==> src/rtl/hubris_io_pkg.sv <==
// Shared definitions for the Hubris console output block.
//   io_off_e       : register offsets taken from mmio_addr[3:2]
//   IO_ST_*        : bit positions inside the STATUS word
//   IO_CTRL_*      : bit positions inside the CTRL word
//   io_status_word : packs the STATUS register from its fields
package hubris_io_pkg;

  typedef enum logic [1:0] {
    IO_OFF_DATA   = 2'd0,
    IO_OFF_STATUS = 2'd1,
    IO_OFF_CTRL   = 2'd2,
    IO_OFF_RSVD   = 2'd3
  } io_off_e;

  localparam int unsigned IO_ST_OVERFLOW = 31;
  localparam int unsigned IO_ST_EMPTY    = 17;
  localparam int unsigned IO_ST_FULL     = 16;

  localparam int unsigned IO_CTRL_FLUSH   = 0;
  localparam int unsigned IO_CTRL_CLR_OVF = 1;

  // STATUS = {overflow, 13'b0, empty, full, count[15:0]}
  function automatic logic [31:0] io_status_word(input logic        ovf,
                                                 input logic        empty,
                                                 input logic        full,
                                                 input logic [15:0] count);
    logic [31:0] w;
    w                 = '0;
    w[IO_ST_OVERFLOW] = ovf;
    w[IO_ST_EMPTY]    = empty;
    w[IO_ST_FULL]     = full;
    w[15:0]           = count;
    return w;
  endfunction

endpackage

==> src/rtl/io_byte_fifo.sv <==
// Show-ahead byte FIFO used by io_output_buffer.
//   clk, rst_n : clock, asynchronous active-low reset (pointers/count only)
//   push       : write push_data this edge (ignored when full without pop)
//   push_data  : byte to enqueue
//   pop        : advance the head this edge (ignored when empty)
//   flush      : drop all contents; dominates push and pop
//   head_data  : storage[rd_ptr], valid only while !empty
//   count      : occupancy, $clog2(DEPTH)+1 bits
//   full/empty : count == DEPTH / count == 0
module io_byte_fifo #(
  parameter int unsigned DEPTH = 16,
  parameter int unsigned WIDTH = 8
) (
  input  logic                     clk,
  input  logic                     rst_n,
  input  logic                     push,
  input  logic [WIDTH-1:0]         push_data,
  input  logic                     pop,
  input  logic                     flush,
  output logic [WIDTH-1:0]         head_data,
  output logic [$clog2(DEPTH):0]   count,
  output logic                     full,
  output logic                     empty
);

  localparam int unsigned AW = $clog2(DEPTH);
  localparam logic [AW:0] FULL_COUNT = (AW+1)'(DEPTH);

  logic [WIDTH-1:0] mem_q [DEPTH];
  logic [AW-1:0]    rd_ptr_q, rd_ptr_d;
  logic [AW-1:0]    wr_ptr_q, wr_ptr_d;
  logic [AW:0]      count_q, count_d;
  logic             do_push, do_pop;

  always_comb begin
    empty = (count_q == '0);
    full  = (count_q == FULL_COUNT);
    // A pop on a full FIFO frees the slot the simultaneous push lands in;
    // on an empty FIFO the pop is refused, so there is no bypass path.
    do_pop  = pop && !empty && !flush;
    do_push = push && !flush && (!full || do_pop);
  end

  always_comb begin
    rd_ptr_d = rd_ptr_q;
    wr_ptr_d = wr_ptr_q;
    count_d  = count_q;
    if (flush) begin
      count_d  = '0;
      rd_ptr_d = wr_ptr_q;
    end else begin
      if (do_push) wr_ptr_d = wr_ptr_q + AW'(1);
      if (do_pop)  rd_ptr_d = rd_ptr_q + AW'(1);
      case ({do_push, do_pop})
        2'b10:   count_d = count_q + (AW+1)'(1);
        2'b01:   count_d = count_q - (AW+1)'(1);
        default: count_d = count_q;
      endcase
    end
  end

  always_ff @(posedge clk or negedge rst_n) begin
    if (!rst_n) begin
      rd_ptr_q <= '0;
      wr_ptr_q <= '0;
      count_q  <= '0;
    end else begin
      rd_ptr_q <= rd_ptr_d;
      wr_ptr_q <= wr_ptr_d;
      count_q  <= count_d;
    end
  end

  // Storage is deliberately not reset.
  always_ff @(posedge clk) begin
    if (do_push) mem_q[wr_ptr_q] <= push_data;
  end

  assign head_data = mem_q[rd_ptr_q];
  assign count     = count_q;

endmodule

==> src/rtl/io_output_buffer.sv <==
// Memory-mapped console output FIFO (producer side of io_output_*).
//   clk                 : core clock
//   reset               : asynchronous active-low reset
//   mmio_addr           : load/store byte address; hit on [31:4] == BASE_ADDR[31:4]
//   mmio_wr_en          : store strobe
//   mmio_wr_data        : store data (DATA uses [7:0], CTRL uses [1:0])
//   mmio_byte_en        : store byte enables; only [0] is honoured
//   mmio_rd_en          : load strobe
//   mmio_rd_data        : registered load data (1-cycle latency)
//   io_output_en        : consumer pop request
//   io_output_data      : byte at FIFO head (show-ahead)
//   io_buffer_size_avai : occupancy, zero-extended
// Registers: DATA (+0, write pushes), STATUS (+4), CTRL (+8, flush/clear overflow).
module io_output_buffer
  import hubris_io_pkg::*;
#(
  parameter int unsigned DEPTH     = 16,
  parameter logic [31:0] BASE_ADDR = 32'hFFFF_0000
) (
  input  logic        clk,
  input  logic        reset,
  input  logic [31:0] mmio_addr,
  input  logic        mmio_wr_en,
  input  logic [31:0] mmio_wr_data,
  input  logic [3:0]  mmio_byte_en,
  input  logic        mmio_rd_en,
  output logic [31:0] mmio_rd_data,
  input  logic        io_output_en,
  output logic [7:0]  io_output_data,
  output logic [31:0] io_buffer_size_avai
);

  localparam int unsigned CW = $clog2(DEPTH) + 1;

  logic          hit;
  io_off_e       off;
  logic          data_wr, ctrl_wr;
  logic          flush, clr_ovf;
  logic          fifo_full, fifo_empty;
  logic [CW-1:0] fifo_count;
  logic          ovf_q, ovf_d;
  logic [31:0]   rd_data_q, rd_data_d;
  logic          unused_bits;

  always_comb begin
    hit     = (mmio_addr[31:4] == BASE_ADDR[31:4]);
    off     = io_off_e'(mmio_addr[3:2]);
    data_wr = mmio_wr_en && hit && (off == IO_OFF_DATA) && mmio_byte_en[0];
    ctrl_wr = mmio_wr_en && hit && (off == IO_OFF_CTRL) && mmio_byte_en[0];
    flush   = ctrl_wr && mmio_wr_data[IO_CTRL_FLUSH];
    clr_ovf = ctrl_wr && mmio_wr_data[IO_CTRL_CLR_OVF];
  end

  io_byte_fifo #(
    .DEPTH (DEPTH),
    .WIDTH (8)
  ) u_fifo (
    .clk       (clk),
    .rst_n     (reset),
    .push      (data_wr),
    .push_data (mmio_wr_data[7:0]),
    .pop       (io_output_en),
    .flush     (flush),
    .head_data (io_output_data),
    .count     (fifo_count),
    .full      (fifo_full),
    .empty     (fifo_empty)
  );

  // A store into a full FIFO is lost only when no pop frees a slot on the
  // same edge (a full FIFO is never empty, so io_output_en always pops).
  always_comb begin
    ovf_d = ovf_q;
    if (data_wr && fifo_full && !io_output_en) ovf_d = 1'b1;
    if (clr_ovf) ovf_d = 1'b0;
  end

  // STATUS is built from pre-edge state, so a read racing a push/pop
  // returns the occupancy before that edge.
  always_comb begin
    rd_data_d = '0;
    if (mmio_rd_en && hit) begin
      case (off)
        IO_OFF_STATUS: rd_data_d = io_status_word(ovf_q, fifo_empty, fifo_full,
                                                  16'(fifo_count));
        default:       rd_data_d = '0;
      endcase
    end
  end

  always_ff @(posedge clk or negedge reset) begin
    if (!reset) begin
      ovf_q     <= 1'b0;
      rd_data_q <= '0;
    end else begin
      ovf_q     <= ovf_d;
      rd_data_q <= rd_data_d;
    end
  end

  assign mmio_rd_data        = rd_data_q;
  assign io_buffer_size_avai = 32'(fifo_count);

  assign unused_bits = ^{mmio_addr[1:0], mmio_wr_data[31:8], mmio_wr_data[7:2],
                         mmio_byte_en[3:1]};

endmodule

==> config.mk <==
export PLATFORM = sky130hd
export DESIGN_NAME = io_output_buffer
export DESIGN_NICKNAME = d
export VERILOG_FILES = /design/src/rtl/hubris_io_pkg.sv /design/src/rtl/io_byte_fifo.sv /design/src/rtl/io_output_buffer.sv
export SDC_FILE = /design/constraint.sdc
export NUM_CORES = 1
export LEC_CHECK = 0
export CAP_MARGIN = 20
export CORE_UTILIZATION = 50
export CTS_CLUSTER_SIZE = 14
export DETAILED_ROUTE_END_ITERATION = 12
export HOLD_SLACK_MARGIN = 0.1
export PLACE_DENSITY = 0.79
export SLEW_MARGIN = 25
export SYNTH_ARGS = -nofsm -noshare
export SYNTH_HDL_FRONTEND = slang
export SYNTH_SLANG_ARGS = --single-unit
==> constraint.sdc <==
create_clock -name clk -period 4.1 [get_ports clk]
set_clock_uncertainty 0.15 [all_clocks]
set_input_delay 0.82 -clock clk [delete_from_list [all_inputs] [get_ports clk]]
set_output_delay 0.82 -clock clk [all_outputs]
set_load 0.02 [all_outputs]
==> results of run 1 <==
[synthesized netlist by cell type (3+ instances only)]
| master | number |
|---|---|
| o21ai_0 | 16 |
| nor3_1 | 3 |
| nand2_1 | 19 |
| a21oi_1 | 7 |
| edfxtp_1 | 128 |
| mux4_2 | 16 |
| nand4_1 | 3 |
| nor4_1 | 5 |
| ha_1 | 8 |
| buf_4 | 51 |
| nand3_1 | 7 |
| clkbuf_1 | 16 |
| and2_1 | 16 |
| nor4_4 | 3 |
| mux2i_1 | 33 |
| xnor2_1 | 6 |
| a22oi_1 | 8 |
| dfrtp_1 | 22 |
| a221oi_1 | 16 |
| and4_1 | 3 |
| a31oi_1 | 3 |
| nor2_1 | 10 |
| inv_1 | 12 |
[stage by stage]
stage | setup TNS (ns) | std cells | total power [uW] | area (um^2)
after floorplan | 0 | 500 | 2840 | 6978
after global placement | 0 | 691 | 3296 | 7537
after detailed placement | -0.03050 | 691 | 3344 | 7540
after CTS | 0 | 723 | 4958 | 8153
after global routing | 0 | 723 | 5164 | 8153
final | 0 | 723 | 4958 | 8153
[what timing repair did]
action / 4_1_cts / 5_1_grt
setup buffers: 0 / 0
endpoints found under the setup margin: 0 / 2
resized for setup: 0 / 1
[path summary, 6_finish.rpt]
path	start	endpoint	slack, ns
min in group clk	ovf_q	ovf_q	0.39
worst max register to register	u_fifo.count[0]	u_fifo.count[4]	0.72
max in group asynchronous	reset	u_fifo.rd_ptr_q[0]	3.22
worst max-delay path	u_fifo.rd_ptr_q[2]	io_output_data[1]	0.08
worst min-delay path	reset	mmio_rd_data[31]	0.20
worst min register to register	ovf_q	ovf_q	0.39
[cells by family (layout without fill, tap and decap cells)]
family                   count (synthesis)  in the layout  synth area share (%)
AND/OR/NAND/NOR                         88             88                 8.440
multiplexers                            49             49                 10.17
XOR/XNOR                                 8              8                 1.032
other                                    1             51               0.05523
flip-flops                             150            150                 64.71
AO/OA/AOI/OAI                           61             61                 6.210
buffers and inverters                   84            131                 7.610
adder cells (fa/ha/maj)                  9              9                 1.769
[layout make-up]
cell class,instances,area (um^2),share of cell area [%]
timing repair buffer,86,800.8,9.822
clock buffer,17,425.4,5.218
inverter,13,48.80,0.5985
tap,176,220.2,2.701
sequential,150,4395,53.91
multi-input combinational,266,2074,25.45
clock inverter,15,187.7,2.302
[critical path: stages (launching register included)]
cell	delay [ns]
dfrtp_1	0.52
and2_1	0.46
a221oi_1	0.69
o21ai_0	0.19
nand2_1	0.14
clkdlybuf4s50_1	0.62
[metal layers]
layer  global-route usage, %  vias to the layer above  routed length (um)
met1                   27.61                     2047                5567
met5                       0                        -                   0
li1                        -                     1798                   -
met3                   5.888                       19                1136
met4                   5.380                        0                 176
met2                   37.02                      215                7536
[power groups by stage]
stage          Combinational (uW)  Clock, uW  Sequential [uW]
3_5_place_dp                 1520          0             1830
5_1_grt                      1680       1670             1810
6_report                     1560       1590             1800
3_3_place_gp                 1470          0             1830
2_1_floorplan                1040          0             1800
4_1_cts                      1560       1600             1800
[sequential cells by signal (all words and copies together) (netlist names)]
| register | cells |
|---|---|
| u_fifo.mem_q | 128 |
| u_fifo.wr_ptr_q | 4 |
| u_fifo.count | 5 |
| u_fifo.rd_ptr_q | 4 |
| ovf_q | 1 |
| mmio_rd_data | 8 |
[layout by cell type, fill, tap and decap left out, drive strengths merged, types with 3 or more instances in the layout]
master	count
nor4b	3
nor2	10
and4	3
o21ai	17
clkbuf	17
nand4	3
ha	8
nand3	7
nand2	19
nor4	8
buf	23
dfrtp	22
edfxtp	128
a31oi	3
clkdlybuf4s50	63
clkinv	5
conb	51
a22oi	8
a221oi	16
a21oi	7
xnor2	6
nor3	4
mux4	16
and2	16
inv	20
mux2i	33
==> impl_results.md, run 1 <==
- # fillers: 947
- Largest net degree at the start of global routing: 23
- WL/cell: 19.94 um
- TritonCTS clock tree: built
- Die Wd: 118.5 um
- Switching share of power: 33.11%
- Unrepaired setup endpoints after global routing: false
- Area Overhead vs Synth: 20.07%
- Total GRT Usage: 21.75%
- Via Count: 4,079
- FF+latch count, synth: 150
- Endpoint type of the worst setup path: output port
- Max cap viols: 0
- Seq/Total Area, Yosys: 64.71%
- Mapped Cells: 450
- Num rows: 42
- Num CTS Buffers: 17
- Avg Vias per Cell: 5.642
- Worst VDD drop: 0.0003934 V
- Initial antenna violation count: 0
- Fin crit share: 98.01%
- Static leakage: 0.003008 uW
- Data arrival, critical path: 3.05 ns
- Vias in the first global route: 4,199
- Combinational power share: 31.5%
- Crit-path max FO: 17
- Setup Viol. Count Final: 0
- CORE AREA: 0.01324 mm^2
- Syn_area_per_cell: 15.09 um^2
- WS Path Type: reg -> out
- Initial Util: 51.28%
- Share of cells above drive strength 1: 14.44%
- Final HPWL DP: 9.526 mm
- Clk slew on worst S/H paths: 0.07 ns
- Seq pwr share: 36.4%
- Worst setup SP type: flip-flop
- Hold crit path type: in -> async
- Routability cong.: 0.8723
- Status: finished clean
- Drt drc: 0
- Die Y: 118.5 um
- Pre-CTS setup slack: -0.03050 ns
- Top-Level Pins: 145
- CTS Sinks: 150
- 1st-pass router iterations: 5
- Async set-reset flop share out of synthesis: 14.67%
- Die area: 0.01405 mm^2
- H-tree depth: 4
- Leading post-synthesis cells by cell area: edfxtp_1, dfrtp_1, buf_4, mux4_2, mux2i_1
- Final hold slack: 0.2030 ns
- Hold Violations, Final: 0
- Total Wirelength: 14.42 mm
- Post-Syn Area: 0.006790 mm^2
- Slew @ Worst Pin: 0.7587 ns
- Cts hold-fix bufs: 0
- Pins over their slew limit: 0
- Final Critical Period: 4.018 ns
- Total global routing overflow: 0
- Synth Flop Type: edfxtp_1
- Int Power: 3317 uW
- DR iter-0 viols: 370
- Critical Path RT: 3.13 ns
- Post-DRT Antenna Nets: 0
- Share of the synthesized area in the top cell type: 56.61%
- Fmax: 0.2489 GHz
- PnR worst setup slack: 0.08152 ns
- Post-synth top area cell: edfxtp_1
- First-pass GRT wire length: 22.88 mm
- # diodes: 0
- Sw Pwr: 1642 uW
- Worst skew pair latency: 0.43 ns
- Power per cell area: 608.2 mW/mm^2
- Clock share of power: 32.1%
- CTS root buf: clkbuf_16
- Max Root-Sink Buffers: 2
- Final core utilization: 61.56%
- Yosys warnings: 0
- # port buffers: 64
- Post-synth EDFFs: 128
- Synth cell types: 53
- Normalized max-slew margin: 49.42%
- Reg2Reg Depth: 10
- Fin nets: 616
(Power assumes the default switching activity.)
==> run 2: changes to the inputs <==
- CTS_CLUSTER_SIZE: 14 -> 28
- clock period: 4.1 -> 3.9 ns (I/O delays scaled with it)
==> run 2 against run 1 <==
Compared with the run above:
- non-clock buffer count is 11 higher
- sequential power is 5% higher
- flip-flop and latch count stayed put
- critical path type unchanged
- critical path depth is 1 higher
- clock-buffer cell count stayed put
- first-iteration DRC count is 3.2% lower
- utilization is 0.51 points higher
- power is 4.3% higher
- sequential share of layout area is 0.44 points lower
- die area stayed put
- clock power hardly changed
==> impl_results.md, run 2 (same netlist as run 1, synthesis figures left out) <==
- Status: finished clean
- CTS Sinks: 150
- Critical Path RT: 2.97 ns
- Avg Vias per Cell: 5.621
- Static leakage: 0.003058 uW
- Seq pwr share: 36.5%
- Final core utilization: 62.07%
- Final Critical Period: 3.847 ns
- Endpoint type of the worst setup path: output port
- Total global routing overflow: 0
- Worst VDD drop: 0.0003057 V
- Routability cong.: 0.9067
- TritonCTS clock tree: built
- Share of cells above drive strength 1: 16.31%
- Commonest non-fill, non-tap cell in the layout: edfxtp_1
- Max cap viols: 0
- DR iter-0 viols: 358
- Largest reg by FF count: u_fifo.mem_q
- WS Path Type: reg -> out
- WL/cell: 18.90 um
- Worst skew pair latency: 0.41 ns
- Hold Violations, Final: 0
- Placed cell areas: 0.007635 mm^2
- H-tree depth: 4
- Vias in the first global route: 4,065
- Sw Pwr: 1714 uW
- Largest net degree at the start of global routing: 23
- Switching share of power: 33.14%
- Max Root-Sink Buffers: 2
- Fin crit share: 98.64%
- Hold crit path type: in -> async
- Initial Util: 51.28%
- Post-Layout Inst Area: 0.008220 mm^2
- Cts hold-fix bufs: 0
- CORE AREA: 0.01324 mm^2
- Initial antenna violation count: 0
- Via Count: 4,126
- CTS root buf: clkbuf_16
- Slew @ Worst Pin: 0.7896 ns
- # diodes: 0
- Die Y: 118.5 um
- Num rows: 42
- # port buffers: 64
- 1st-pass router iterations: 5
- Die area: 0.01405 mm^2
- Power per cell area: 629.0 mW/mm^2
- Clock share of power: 31.0%
- Int Power: 3457 uW
- Die Wd: 118.5 um
- Combinational power share: 32.6%
- Total Wirelength: 13.87 mm
- Worst setup SP type: flip-flop
- Top-Level Pins: 145
- Post-CTS Setup Inserts: 0
- Fin nets: 627
- Clk slew on worst S/H paths: 0.07 ns
- Max reg flops: 128
- CTS-repair resized insts: 0
- Total GRT Usage: 20.54%
- Area Overhead vs Synth: 21.06%
- Final hold slack: 0.1794 ns
- Post-DRT Antenna Nets: 0
- Normalized max-slew margin: 47.12%
- Drt drc: 0
- Crit-path max FO: 17
- Commonest cells after routing, fill and taps aside: edfxtp_1, clkdlybuf4s50_1, conb_1, mux2i_1, buf_4
- First-pass GRT wire length: 21.84 mm
- Num CTS Buffers: 17
- Pins over their slew limit: 0
- Final HPWL DP: 9.363 mm
- Data arrival, critical path: 2.92 ns
- Fmax: 0.2600 GHz
- Setup Viol. Count Final: 0
## run 2: layout make-up
| type | instances | area (um^2) |
|---|---|---|
| Fill cell | 948 | 5022 |
| Sequential cell | 150 | 4395 |
| Multi-Input combinational cell | 266 | 2076 |
| Timing Repair Buffer | 97 | 895.9 |
| Clock buffer | 17 | 425.4 |
| Tap cell | 176 | 220.2 |
| Clock inverter | 15 | 158.9 |
| Inverter | 13 | 48.80 |
## run 2: critical path, cell delays in order (launching register included)
cell,delay [ns]
dfrtp_1,0.38
buf_4,0.17
and2_1,0.38
a221oi_1,0.63
o21ai_0,0.21
nand2_1,0.12
clkdlybuf4s50_1,0.61
## run 2: worst paths after layout
check                           depth (start not counted)          startpoint  slack, ns                 end
worst min-delay path                                    1               reset       0.18    mmio_rd_data[31]
worst max-delay path                                    6  u_fifo.rd_ptr_q[2]       0.05   io_output_data[4]
worst min register to register                          1               ovf_q       0.40    mmio_rd_data[31]
worst max register to register                         10     u_fifo.count[0]       0.58     u_fifo.count[4]
max in group asynchronous                               1               reset       3.05  u_fifo.rd_ptr_q[0]
min in group clk                                        1               ovf_q       0.40    mmio_rd_data[31]
## run 2: through the flow
step	setup TNS (ns)	total power [uW]	setup slack (ns)	instances
after detailed placement	-0.2562	3560	-0.1624	702
after global placement	-0.07697	3510	-0.07697	702
after floorplan	0	2986	0.2753	500
final	0	5171	0.05318	734
after CTS	0	5168	0.04887	734
after global routing	-0.0003022	5374	-0.0003022	734
## run 2: metal layers
metal / part of all wire, % / GRT usage, %
met5: 0 / 0
met4: 1.4 / 7.674
met3: 6.2 / 3.571
met2: 51 / 34.06
met1: 41 / 27.19
## run 2: power groups by stage
stage / Combinational [uW] / Sequential (uW) / Clock [uW]
finish: 1680 / 1890 / 1600
CTS: 1670 / 1880 / 1610
detailed placement: 1650 / 1910 / 0
global placement: 1600 / 1910 / 0
floorplan: 1100 / 1890 / 0
global route: 1790 / 1890 / 1690
==> run 3: changes to the inputs <==
- SYNTH_HIERARCHICAL: not set -> 1
==> run 3 against run 2 <==
Compared with the run above:
- synthesized area fell by 2.0%
- largest cell class unchanged
- wire length decreased by 9.4%
- final area shrank 0.12%
==> impl_results.md, run 3 <==
- Status: finished clean
- Final Critical Period: 3.736 ns
- Vias in the first global route: 3,859
- FF+latch count, synth: 150
- Unrepaired setup endpoints after global routing: false
- Worst setup SP type: input pin
- Largest net degree at the start of global routing: 36
- Commonest non-fill, non-tap cell in the layout: edfxtp_1
- Die area: 0.01377 mm^2
- Total GRT Usage: 19.98%
- Num CTS Buffers: 17
- Endpoint type of the worst setup path: flip-flop
- Normalized max-slew margin: 52.10%
- Total global routing overflow: 0
- Post-Syn Area: 0.006654 mm^2
- Num rows: 41
- # port buffers: 64
- Initial Util: 52.09%
- Static leakage: 0.003007 uW
- CORE AREA: 0.01277 mm^2
- Total Wirelength: 12.57 mm
- Largest reg by FF count: u_fifo/mem_q
- Syn_area_per_cell: 16.72 um^2
- Area Overhead vs Synth: 23.39%
- # diodes: 0
- Drt drc: 0
- Initial antenna violation count: 0
- Max Root-Sink Buffers: 2
- Register area: 0.004395 mm^2
- Pins over their slew limit: 0
- Routability cong.: 0.8085
- Hold Violations, Final: 0
- Top cells by count, synth: edfxtp_1, buf_4, mux4_2
- WL/cell: 18.22 um
- Via Count: 3,634
- Synth Flop Type: edfxtp_1
- Power per cell area: 612.2 mW/mm^2
- Critical Path RT: 3.89 ns
- Mapped Cells: 398
- First-pass GRT wire length: 20.35 mm
- Switching share of power: 30.50%
- Int Power: 3493 uW
- CTS-repair resized insts: 0
- Clk slew on worst S/H paths: 0.06 ns
- Fin nets: 587
- Post-CTS Setup Inserts: 0
- Multi-input logic area: 0.001976 mm^2
- Slew @ Worst Pin: 0.7170 ns
- Die Y: 117.4 um
- Clock share of power: 32.2%
- DR iter-0 viols: 307
- Commonest cells after routing, fill and taps aside: edfxtp_1, clkdlybuf4s50_1, conb_1, buf_4, mux4_2
- Post-synth EDFFs: 128
- Avg Vias per Cell: 5.267
- Share of cells above drive strength 1: 23.36%
- Leading post-synthesis cells by cell area: edfxtp_1, mux4_2, dfrtp_1, buf_4, and2_1
- Flop2flop setup slack: 0.96 ns
- # fillers: 905
- Combinational power share: 30.3%
- Worst VDD drop: 0.0004774 V
- Fmax: 0.2676 GHz
- Pwr Total: 5026 uW
- Sw Pwr: 1533 uW
- Count leader, synth: edfxtp_1
- Non-Filler Instances: 690
- Top-Level Pins: 145
- Post-Layout Inst Area: 0.008210 mm^2
- Post-DRT Antenna Nets: 0
- Worst skew pair latency: 0.42 ns
- Final hold slack: 0.1739 ns
- 1st-pass router iterations: 4
- Hold crit path type: in -> async
- CTS Sinks: 150
- H-tree depth: 4
- Data arrival, critical path: 3.72 ns
- Seq pwr share: 37.4%
- Synth cell types: 51
- Yosys warnings: 6
- Max reg flops: 128
- Placed insts: 658
- WS Path Type: in -> reg
- Seq/Total Area, Yosys: 66.04%
- Share of the synthesized area in the top cell type: 57.77%
- Fin Setup TNS: 0 ns
- CTS root buf: clkbuf_16
- Fin crit share: 95.81%
- Die Wd: 117.4 um
- Post-synth top area cell: edfxtp_1
- Async set-reset flop share out of synthesis: 14.67%
- Placed cell areas: 0.007621 mm^2
- TritonCTS clock tree: built
- Crit-path max FO: 8
- Final HPWL DP: 8.685 mm
- Cts hold-fix bufs: 0
- Setup Viol. Count Final: 0
- Max cap viols: 0
run 3: path summary, 6_finish.rpt:
| kind | from | endpoint | cells past startpoint |
|---|---|---|---|
| worst max register to register | u_fifo/count[1] | u_fifo/count[4] | 9 |
| worst max-delay path | mmio_addr[12] | u_fifo/mem_q[3][1] | 10 |
| min in group clk | ovf_q | mmio_rd_data[31] | 1 |
| worst min register to register | ovf_q | mmio_rd_data[31] | 1 |
| max in group asynchronous | reset | u_fifo/rd_ptr_q[0] | 1 |
| worst min-delay path | reset | mmio_rd_data[4] | 1 |
run 3: stage by stage:
step	util (%)	setup slack (ns)
2_1_floorplan	-	0.1255
3_3_place_gp	59.66	-0.1613
3_5_place_dp	59.66	-0.2779
4_1_cts	64.32	0.1759
5_1_grt	64.28	0.01619
6_report	64.28	0.1636
run 3: layout make-up:
| cell class | instances | share of cell area (%) |
|---|---|---|
| clock buffer | 17 | 5.181 |
| clock inverter | 15 | 2.057 |
| inverter | 9 | 0.4115 |
| multi-input combinational | 225 | 24.06 |
| sequential | 150 | 53.54 |
| tap | 172 | 2.621 |
| timing repair buffer | 102 | 12.13 |
run 3: kinds of logic after synthesis:
group | Yosys count | share of synthesized area, %
buffers and inverters | 73 | 7.089
other | 1 | 0.05636
AO/OA/AOI/OAI | 35 | 4.250
multiplexers | 39 | 12.13
XOR/XNOR | 8 | 1.053
AND/OR/NAND/NOR | 83 | 7.578
flip-flops | 150 | 66.04
adder cells (fa/ha/maj) | 9 | 1.805
run 3: layer usage:
metal	GRT usage (%)	vias up	wire length, um
met2	34.62	158	6844
li1	-	1643	-
met5	0	-	0
met4	7.630	0	170
met1	24.24	1823	4885
met3	4.621	10	672
run 3: power groups by stage:
stage,clock [uW],sequential (uW),combinational (uW)
2_1_floorplan,0,1910,1070
3_3_place_gp,0,1910,1510
3_5_place_dp,0,1910,1530
4_1_cts,1640,1880,1540
5_1_grt,1720,1890,1640
6_report,1620,1880,1530
run 3: worst max-delay path: stages:
cell and delay [ns]:
clkdlybuf4s50_1 0.41, nor4b_1 0.29, nand4_1 0.20, or4_4 0.60, nor2_1 0.18, inv_1 0.11, a311oi_4 0.40, nor3b_2 0.36
and2_1 0.24, buf_12 0.15
